$ cat config.mk
export PLATFORM = sky130hd
export DESIGN_NAME = parity_word_serializer
export DESIGN_NICKNAME = d
export VERILOG_FILES = /design/src/rtl/parity_word_serializer.sv
export SDC_FILE = /design/constraint.sdc
export NUM_CORES = 1
export LEC_CHECK = 0
export ABC_AREA = 1
export CORE_MARGIN = 2
export CORE_UTILIZATION = 55
export CTS_CLUSTER_SIZE = 8
export DETAILED_ROUTE_END_ITERATION = 6
export PLACE_DENSITY = 0.89
export SLEW_MARGIN = 20
export SYNTH_ARGS = -nofsm -noshare
export SYNTH_HDL_FRONTEND = slang
export SYNTH_SLANG_ARGS = --single-unit
$ cat constraint.sdc
create_clock -name clk -period 2.94 [get_ports clk]
set_input_delay 0.441 -clock clk [delete_from_list [all_inputs] [get_ports clk]]
set_output_delay 0.441 -clock clk [all_outputs]
set_load 0.01 [all_outputs]
$ cat src/rtl/parity_word_serializer.sv
// Serializes one odd-parity-protected word into an idle-high frame: start bit, LSB-first data, stop bit.
// Each serial bit lasts CLKS_PER_BIT cycles. wordReady is high only in IDLE, so upstream holds its word while a frame is in progress.
module parity_word_serializer #(
  parameter int WORD_WIDTH   = 16,
  parameter int CLKS_PER_BIT = 4
) (
  input  logic                  clk,
  input  logic                  rst_n,
  input  logic [WORD_WIDTH-1:0] wordIn,
  input  logic                  wordValid,
  output logic                  wordReady,
  output logic                  serialOut,
  output logic                  busy,
  output logic                  parityError,
  output logic                  txDone
);

  localparam int CW = $clog2(CLKS_PER_BIT + 1);
  localparam int BW = $clog2(WORD_WIDTH + 1);

  typedef enum logic [1:0] {IDLE, START, DATA, STOP} state_t;

  state_t                state_q, state_d;
  logic [WORD_WIDTH-1:0] shift_q, shift_d;
  logic [CW-1:0]         clk_cnt_q, clk_cnt_d;
  logic [BW-1:0]         bit_cnt_q, bit_cnt_d;
  logic                  serial_q, serial_d;
  logic                  busy_q, busy_d;
  logic                  par_err_q, par_err_d;
  logic                  tx_done_q, tx_done_d;
  logic                  accept;
  logic                  bit_end;

  assign wordReady = (state_q == IDLE) && rst_n;
  assign accept    = wordValid && wordReady;
  assign bit_end   = (clk_cnt_q == CW'(CLKS_PER_BIT - 1));

  always_comb begin
    state_d   = state_q;
    shift_d   = shift_q;
    clk_cnt_d = clk_cnt_q;
    bit_cnt_d = bit_cnt_q;
    serial_d  = serial_q;
    par_err_d = 1'b0;
    tx_done_d = 1'b0;

    case (state_q)
      IDLE: begin
        serial_d = 1'b1;
        if (accept) begin
          state_d   = START;
          shift_d   = wordIn;
          clk_cnt_d = '0;
          bit_cnt_d = '0;
          serial_d  = 1'b0;
          par_err_d = ~(^wordIn);
        end
      end
      START: begin
        if (bit_end) begin
          state_d   = DATA;
          clk_cnt_d = '0;
          bit_cnt_d = '0;
          serial_d  = shift_q[0];
        end else begin
          clk_cnt_d = clk_cnt_q + CW'(1);
        end
      end
      DATA: begin
        if (bit_end) begin
          clk_cnt_d = '0;
          if (bit_cnt_q == BW'(WORD_WIDTH - 1)) begin
            state_d   = STOP;
            bit_cnt_d = '0;
            serial_d  = 1'b1;
          end else begin
            // Next bit goes out on the same edge that shifts it into position 0.
            bit_cnt_d = bit_cnt_q + BW'(1);
            shift_d   = shift_q >> 1;
            serial_d  = shift_q[1];
          end
        end else begin
          clk_cnt_d = clk_cnt_q + CW'(1);
        end
      end
      STOP: begin
        if (bit_end) begin
          state_d   = IDLE;
          clk_cnt_d = '0;
          bit_cnt_d = '0;
          serial_d  = 1'b1;
          tx_done_d = 1'b1;
        end else begin
          clk_cnt_d = clk_cnt_q + CW'(1);
        end
      end
      default: begin
        state_d  = IDLE;
        serial_d = 1'b1;
      end
    endcase

    busy_d = (state_d != IDLE);
  end

  always_ff @(posedge clk or negedge rst_n) begin
    if (!rst_n) begin
      state_q   <= IDLE;
      shift_q   <= '0;
      clk_cnt_q <= '0;
      bit_cnt_q <= '0;
      serial_q  <= 1'b1;
      busy_q    <= 1'b0;
      par_err_q <= 1'b0;
      tx_done_q <= 1'b0;
    end else begin
      state_q   <= state_d;
      shift_q   <= shift_d;
      clk_cnt_q <= clk_cnt_d;
      bit_cnt_q <= bit_cnt_d;
      serial_q  <= serial_d;
      busy_q    <= busy_d;
      par_err_q <= par_err_d;
      tx_done_q <= tx_done_d;
    end
  end

  assign serialOut   = serial_q;
  assign busy        = busy_q;
  assign parityError = par_err_q;
  assign txDone      = tx_done_q;

endmodule

After elaboration in Yosys (flattened, before gate mapping)
Cells that the tools add are included.
{"block": "word_totals", "n_memories": 0, "latchBits": 0, "register_bits": 30, "mem_bits_rw": 0, "word_cells": 61, "out_inout_bits": 5, "input_bits": 19, "rom_bits": 0}
{"block": "classes", "div_mod_pow": 0, "n_reduce_logical": 11, "addsub": 2, "mux": 28, "order_cmp": 0, "shift": 0, "bitwise_logic": 1, "n_mul": 0, "eq_ne": 11}
{"cell": "two-way mux 16 bit", "n": 3}
{"cell": "one-hot mux 16 bit (2 select lines)", "n": 1}
{"cell": "two-way mux 5 bit", "n": 4}
{"cell": "parity 16 bit", "n": 1}
{"cell": "one-hot mux 5 bit (3 select lines)", "n": 1}
{"cell": "two-way mux 2 bit", "n": 5}
{"cell": "inequality test 2 bit (second input constant)", "n": 5}
{"cell": "two-way mux 1 bit", "n": 9}
{"cell": "one-hot mux 2 bit (4 select lines)", "n": 1}
{"cell": "two-way mux 3 bit", "n": 2}
{"cell": "one-hot mux 3 bit (2 select lines)", "n": 1}
{"cell": "AND reduction 3 bit", "n": 2}
{"cell": "adder 5 x 1 -> 5 bit (second input constant)", "n": 1}
{"cell": "== test 5 x 4 -> 1 bit (second input constant)", "n": 1}
{"cell": "== test 2 bit (second input constant)", "n": 2}
{"cell": "one-hot mux 1 bit (4 select lines)", "n": 1}
{"cell": "AND reduction 4 bit", "n": 1}
{"cell": "nonzero test 2 bit", "n": 2}
{"cell": "adder 3 x 1 -> 3 bit (second input constant)", "n": 1}
{"cell": "== test 3 x 2 -> 1 bit (second input constant)", "n": 1}
{"cell": "OR reduction 3 bit", "n": 1}
{"cell": "== test 2 x 1 -> 1 bit (second input constant)", "n": 1}
{"cell": "logical AND 1 bit", "n": 2}
{"cell": "logical NOT 2 bit", "n": 1}
{"cell": "other kinds (3)", "n": 3}

Logic depth before layout (Yosys ltp)
Gate-level depths: netlist of the first run.
{"block": "depth", "word_depth": 6, "depth_mapped": 11, "depth_no_buf": 11}

Least setup slack after synthesis of the first run
OpenSTA, ideal clock, no wires.
{"block": "synth_path", "path_type": "reg2reg", "from": "reg clk_cnt_q[0]", "to": "reg shift_q[1]", "path_buffers": 1, "period_less_slack_ps": 1484, "setup_time_ps": 124, "path_slack_ps": 1456, "stages_incl_launch_ff": 11, "required_time_ps": 2816, "arrival_ps": 1360, "path_cell_list": "dfrtp_1 > ha_1 > nand2_1 > nand2_1 > nand2_2 > inv_2 > nand2_2 > nand2_4 > buf_6 > nor2_1 > a21oi_2"}
{"block": "synth_via", "elab_chain_cells": 3}
{"item": "start, declared", "line_no": "25", "rtl": "logic [CW-1:0] clk_cnt_q, clk_cnt_d;"}
{"item": "start signal, assigned", "line_no": "119", "rtl": "clk_cnt_q <= clk_cnt_d;"}
{"item": "== test 3 x 2 -> 1 bit", "line_no": "36", "rtl": "assign bit_end = (clk_cnt_q == CW'(CLKS_PER_BIT - 1));"}
{"item": "inequality test 2 bit (no line)"}
{"item": "AND reduction 4 bit (no line)"}
{"item": "end signal, assigned", "line_no": "118", "rtl": "shift_q <= shift_d;"}
{"item": "end, declared", "line_no": "24", "rtl": "logic [WORD_WIDTH-1:0] shift_q, shift_d;"}
No other way between the ends.
A chain may end at the register's enable or synchronous reset.

Final worst setup path of the first run
{"block": "layout_path", "from": "in rst_n", "to": "out wordReady"}
{"block": "layout_via", "elab_chain_cells": 1}
{"item": "start, declared", "line_no": "8", "rtl": "input logic rst_n,"}
{"item": "logical AND 1 bit", "line_no": "34", "rtl": "assign wordReady = (state_q == IDLE) && rst_n;"}
{"item": "end, declared", "line_no": "11", "rtl": "output logic wordReady,"}
No other way between the ends.

==> metrics.md, run 1 <==
| Metric | Value |
|---|---|
| Status | complete, no violations |
| Largest cells by area after synthesis | dfrtp_1 (40%), nand2_1 (20%), inv_1 (7.2%) |
| DP Cell Count | 312 |
| Die Y | 61.5 µm |
| Final hold violations | 0 |
| Clk Tree Root Cell | clkbuf_4 |
| Worst skew pair latency | 0.32 ns |
| Number of synthesized register bits | 30 |
| Post-synth EDFFs | 0 |
| Min Tclk post-route | 2.14 ns |
| Vias in the first global route | ~1,400 |
| Clock sink total | 30 |
| All-Layer GR Usage | 0.200 |
| Post-synth top area share | 0.399 |
| Total power draw | 0.000770 W |
| CP startpoint kind | input pin |
| Routed WL per cell | 9.79 µm |
| Post-CTS sizing | 0 |
| Final global-route overflow total | 0 |
| Largest net degree at the start of global routing | 31 |
| CP Capture Type | primary output |
| Ant diodes | 0 |
| Share of cells above drive strength 1 | 0.0652 |
| Final Setup Violations | 0 |
| Commonest non-fill, non-tap cells in the layout | nand2_1 (95), inv_1 (35), dfrtp_1 (29) |
| Row count | 20 |
| CTS tree | yes |
| Routability congestion estimate from global placement | 0.790 |
| Maxcap violations | 0 |
| Peak VDD IR | approximately 0.00024 V |
| Top FF cell, synth | dfrtp_1 |
| Area leader, netlist | dfrtp_1 |
| Layout fillers | 264 |
| Drt initial violations | 51 |
| Maximum clock insertion buffer count | 2 |
| Starting Density | 0.585 |
| Setup Crit Path Kind | input pin to primary output |
| Final worst slack | 0.801 ns |
| Sum Neg Setup Slack | 0 ns |
| Vias | around 1,500 |
| Final #Nets | between 200 and 300 |
| RSZ-0062 raised after global routing | no |
| Vias per inst | between 4 and 5 |
| # IOs | 24 |
| Global-route wire length before repair | 5.58 mm |
| Cts bufs inserted | 5 |
| Final cell count without fillers | 320 |
| Final HPWL from detailed placement | about 2.4 mm |
| IO buf count | 23 |
| CTS H-Tree Depth | 2 |
| PwrDens | 364 mW/mm² |
| Syn Nets | ~270 |
| Finished Cell Area | 0.00212 mm² |
| Post-route ant nets | 0 |
| Crit path arrival time | between 1.5 and 2 ns |
| Max Fclk | 0.468 GHz |
| Initial antenna violation count | 0 |
| Asr flop ratio synth | 1.00 |
| CP required | 2.50 ns |
| Post-synthesis cell area | 0.00182 mm² |
| HP Class | register to register |
| Die Footprint | ~0.0038 mm² |
| Core region area | 0.00310 mm² |
| Slew of the pin with the lowest slew margin | 0.474 ns |
| Cell area after placement | 0.00206 mm² |
| Die Wd | between 60 and 70 µm |
| Rel. slew slack | 0.683 |
| Final max-slew violation count | 0 |
| Layout overhead on the synthesized area | 16.5% |
| Synth Warn # | 0 |
| CP Launch Point | rst_n |
| CTS clk-pin slew, worst paths | 0.09 ns |
| Post-synthesis sequential area ratio | 0.414 |
| Cell variety after synth | 26 |
| Synthesized area per cell | 7.18 µm² |
| Total wire length | approximately 3.1 mm |
| Post-CTS setup buffers | 0 |
| Mapped Cells | between 200 and 300 |
| R2r startpoint | state_q[0]$_DFF_PN0_ |
| Worst Skew | just under 0.007 ns |
| Commonest non-fill, non-tap cell in the layout | nand2_1 |
| P_leak | about 1.1 nW |
| Place WS | approximately 0.8 ns |
| First drt pass iteration count | 4 |
| DRC | 0 |
| Startpoint of the worst hold path | bit_cnt_q[4]$_DFFE_PN0P_ |
| Max Fanout on Critical Path | 3 |
| Post-CTS Hold Buffers | 0 |
| Period Utilization, post-route | 0.728 |
metal layers:
layer / vias up / global-route usage / share of wire
met4: 0 / 0.0578 / 0.014
met1: 677 / 0.271 / 0.50
met2: 19 / 0.310 / 0.47
met3: 4 / 0.0630 / 0.024
met5: - / 0 / 0
li1: 828 / - / -
where the power goes:
part | switching (W) | leakage (nW) | internal (W)
Clock | 0.000138 | 0.0353 | 0.000116
Sequential | 0 | 0.359 | 0.000412
Combinational | 0.0000564 | 0.675 | 0.0000474
Total | 0.000195 | 1.07 | 0.000576
registers in the layout, indices dropped and copies added, names as in the netlist:
| signal | flops |
|---|---|
| bit_cnt_q | 5 |
| busy | 1 |
| clk_cnt_q | 3 |
| parityError | 1 |
| serialOut | 1 |
| shift_q | 16 |
| state_q | 2 |
| txDone | 1 |
cell type report:
cell class              instances  area (µm²)  area share
multi-input cells             177         870       0.411
flip-flops and latches         30         752       0.355
repair buffers                 25         245       0.116
inverters                      36         135      0.0638
clock buffers                   7        55.1      0.0260
well taps                      44        55.1      0.0260
clock inverters                 1        5.00     0.00236
synth_stat cells (2+ instances only):
| cell type | count |
|---|---|
| buf_6 | 3 |
| clkbuf_1 | 6 |
| dfrtp_1 | 29 |
| ha_1 | 2 |
| inv_1 | 35 |
| nand2_1 | 95 |
| nand2_2 | 2 |
| nand3_1 | 7 |
| nor2_1 | 12 |
| o21ai_0 | 20 |
| o21ai_1 | 14 |
| xnor2_1 | 8 |
| xor2_1 | 7 |
stage by stage:
stage                     hold slack, ns   util
after CTS                          0.479  0.682
final                              0.474  0.682
after floorplan                    0.145      -
after global routing               0.510  0.682
after global placement             0.453  0.663
after detailed placement           0.456  0.663
worst max-delay path, stage by stage:
cell and delay, ns:
clkdlybuf4s50_1 0.57, inv_1 0.06, nor2_1 0.09, clkdlybuf4s50_1 0.53
path summary, 6_finish.rpt:
kind                       cells past startpoint  slack, ns                       end
max reg2reg                                    7       1.11    shift_q[1]$_DFFE_PN0P_
max in group asynchronous                      2       1.97     serialOut$_DFFE_PN1P_
max                                            4       0.80                 wordReady
min                                            2       0.47  bit_cnt_q[4]$_DFFE_PN0P_
min in group asynchronous                      2       0.66    shift_q[2]$_DFFE_PN0P_
min reg2reg                                    2       0.47  bit_cnt_q[4]$_DFFE_PN0P_
kinds of logic (layout without fill, tap and decap cells):
logic type | after synthesis | after routing | synth area share
buf+inv | 46 | 69 | 0.107
xor+xnor | 15 | 15 | 0.0723
fa+ha+maj | 2 | 2 | 0.0138
simple gates | 120 | 120 | 0.273
flops | 30 | 30 | 0.414
compound gates | 40 | 40 | 0.120
(Power assumes the default switching activity.)
==> run 2, diff against run 1 <==
==> constraint.sdc (replaced) <==
create_clock -name clk -period 2.2 [get_ports clk]
set_input_delay 0.33 -clock clk [delete_from_list [all_inputs] [get_ports clk]]
set_output_delay 0.33 -clock clk [all_outputs]
set_load 0.01 [all_outputs]
==> run 2 against run 1 <==
First-iteration DRC count is 9.8% higher. Clock power grew 59%. Final cell count is 0.63% higher. Clock skew up 0.00056 ns. Critical path depth unchanged. Sequential share of layout area fell by 0.56 points. Routed wire length is 12% higher. Flip-flop and latch count unchanged. Count of clock-buffer cells in the layout grew 1.
==> metrics.md, run 2 (synthesis gave the netlist of run 1 again) <==
| Metric | Value |
|---|---|
| Max Fclk | 0.499 GHz |
| Total wire length | 3.51 mm (was 3.13 mm) |
| Routability congestion estimate from global placement | 0.857 (was 0.790) |
| Final Setup Violations | 0 (unchanged) |
| PwrDens | 511 mW/mm² (was 364 mW/mm²) |
| Min Tclk post-route | 2.00 ns |
| Worst Skew | 0.00730 ns (was 0.00674 ns) |
| IO buf count | 23 (unchanged) |
| Critical-path cell list | nor2_4 -> inv_1 -> nor2_1 -> clkdlybuf4s50_1 (was clkdlybuf4s50_1 -> inv_1 -> nor2_1 -> clkdlybuf4s50_1) |
| Share of cells above drive strength 1 | 0.0755 (was 0.0652) |
| Drt initial violations | 56 (was 51) |
| Die Footprint | 0.00378 mm² (unchanged) |
| Post-CTS setup buffers | 0 (unchanged) |
| Commonest non-fill, non-tap cell in the layout | nand2_1 (unchanged) |
| DRT met1 WL | 1.58 mm (was 1.56 mm) |
| Critical-path top delay cell | clkdlybuf4s50_1 (unchanged) |
| Largest register by flop count | shift_q (unchanged) |
| Post-CTS Hold Buffers | 0 (unchanged) |
| Final max-slew violation count | 0 (unchanged) |
| Initial antenna violation count | 0 (unchanged) |
| Wire length on met2 | 1.75 mm (was 1.46 mm) |
| Post-CTS sizing | 0 (unchanged) |
| Core region area | 0.00310 mm² (unchanged) |
| Die Y | 61.5 µm (unchanged) |
| Rel. slew slack | 0.794 (was 0.683) |
| Layout fillers | 260 (was 264) |
| Ant diodes | 0 (unchanged) |
| Global-route wire length before repair | 5.90 mm (was 5.58 mm) |
| Maximum clock insertion buffer count | 2 (unchanged) |
| Clk Tree Root Cell | clkbuf_4 (unchanged) |
| Max Fanout on Critical Path | 6 (was 3) |
| Cts bufs inserted | 5 (unchanged) |
| Max reg flops | 16 (unchanged) |
| HP Class | input pin to async pin (was register to register) |
| CP startpoint kind | register (was input pin) |
| Status | complete, no violations (unchanged) |
| P_leak | 1.09 nW (was 1.07 nW) |
| Peak VDD IR | 0.000269 V (was 0.000238 V) |
| Final #Nets | 298 (was 296) |
| Sum Neg Setup Slack | 0 ns (unchanged) |
| RSZ-0062 raised after global routing | no (unchanged) |
| Top flop regs | shift_q: 16 flops, bit_cnt_q: 5 flops, clk_cnt_q: 3 flops (unchanged) |
| Setup Crit Path Kind | register to primary output (was input pin to primary output) |
| Routed length on met3 | 145 µm (was 75 µm) |
| Layout overhead on the synthesized area | 18.4% (was 16.5%) |
| All-Layer GR Usage | 0.214 (was 0.200) |
| Max layer used | met4 (unchanged) |
| Largest net degree at the start of global routing | 31 (unchanged) |
| CP required | 1.87 ns (was 2.50 ns) |
| Vias in the first global route | 1,437 (was 1,358) |
| Routed WL per cell | 10.9 µm (was 9.79 µm) |
| Worst skew pair latency | 0.33 ns (was 0.32 ns) |
| First drt pass iteration count | 4 (unchanged) |
| Final global-route overflow total | 0 (unchanged) |
| Die Wd | 61.5 µm (unchanged) |
| Slowest stage delay, CP | 0.53 ns (was 0.57 ns) |
| Maxcap violations | 0 (unchanged) |
| Row count | 20 (unchanged) |
| Period Utilization, post-route | 0.910 |
| DRC | 0 (unchanged) |
| CTS tree | yes (unchanged) |
| CTS H-Tree Depth | 2 (unchanged) |
| CTS clk-pin slew, worst paths | 0.09 ns (about the same) |
| Vias | 1,606 (was 1,528) |
| Crit path arrival time | 1.67 ns (was 1.70 ns) |
| # IOs | 24 (unchanged) |
| CP Capture Type | primary output (unchanged) |
| Final HPWL from detailed placement | 2.71 mm (was 2.44 mm) |
| Vias per inst | 4.99 (was 4.78) |
| Final hold violations | 0 (unchanged) |
| Starting Density | 0.585 (unchanged) |
| Clock sink total | 30 (unchanged) |
| Post-route ant nets | 0 (unchanged) |
| Commonest non-fill, non-tap cells in the layout | nand2_1 (95), inv_1 (35), dfrtp_1 (29) (unchanged) |
| Slew of the pin with the lowest slew margin | 0.309 ns (was 0.474 ns) |
| Final core utilization | 0.693 (was 0.682) |
==> run 2: cell count changes in the layout (fill, tap and decap cells not counted) <==
| cell | before | now |
|---|---|---|
| clkinv_2 | 1 | 0 |
| clkbuf_8 | 1 | 3 |
| clkbuf_1 | 1 | 0 |
| buf_4 | 2 | 4 |
==> run 2: worst max-delay path: cells and delay by family, from the launching register on <==
| family | cells | cell delay, ns |
|---|---|---|
| buffers and inverters | 2 | 0.62 |
| DFF | 1 | 0.47 |
| and+or+nand+nor | 2 | 0.26 |
==> run 2: routing by layer <==
layer | up-vias | global-route usage
met3 | 6 | 0.0714
li1 | 830 | -
met1 | 731 | 0.260
met2 | 39 | 0.362
met5 | - | 0
met4 | 0 | 0.0669
==> run 2: per-stage QoR <==
| step | power, W | hold WS, ns | setup WS, ns | cell area [µm²] | std cells |
|---|---|---|---|---|---|
| after global routing | 0.00114 | 0.456 | 0.0991 | 2150 | 322 |
| after global placement | 0.000700 | 0.455 | 0.252 | 2070 | 314 |
| after CTS | 0.00110 | 0.443 | 0.188 | 2150 | 322 |
| after detailed placement | 0.000706 | 0.458 | 0.162 | 2070 | 314 |
| final | 0.00110 | 0.453 | 0.197 | 2150 | 322 |
| after floorplan | 0.000638 | 0.0344 | 0.716 | 1820 | 253 |
==> run 2: worst paths after layout <==
| check | startpoint | end | slack, ns | cells after the start |
|---|---|---|---|---|
| max reg2reg | state_q[0]$_DFF_PN0_ | shift_q[12]$_DFFE_PN0P_ | 0.41 | 9 |
| min reg2reg | bit_cnt_q[4]$_DFFE_PN0P_ | bit_cnt_q[4]$_DFFE_PN0P_ | 0.48 | 2 |
| min | rst_n | clk_cnt_q[1]$_DFFE_PN0N_ | 0.45 | 2 |
| max | state_q[0]$_DFF_PN0_ | wordReady | 0.20 | 4 |
| max in group asynchronous | rst_n | bit_cnt_q[2]$_DFFE_PN0P_ | 1.43 | 2 |
| min in group clk | bit_cnt_q[4]$_DFFE_PN0P_ | bit_cnt_q[4]$_DFFE_PN0P_ | 0.48 | 2 |
==> run 2: cell type report <==
cell class              count  area (µm²)  area share
inverters                  36         135      0.0628
clock buffers               8        78.8      0.0366
multi-input cells         177         870       0.404
flip-flops and latches     30         752       0.350
repair buffers             27         260       0.121
well taps                  44        55.1      0.0256
==> run 2: report_power, final <==
| part | total [W] | switching (W) | leakage (nW) | internal, W |
|---|---|---|---|---|
| registers | 0.000551 | 0 | 0.359 | 0.000551 |
| logic | 0.000143 | 0.0000782 | 0.684 | 0.0000646 |
| clock network | 0.000405 | 0.000186 | 0.0446 | 0.000218 |
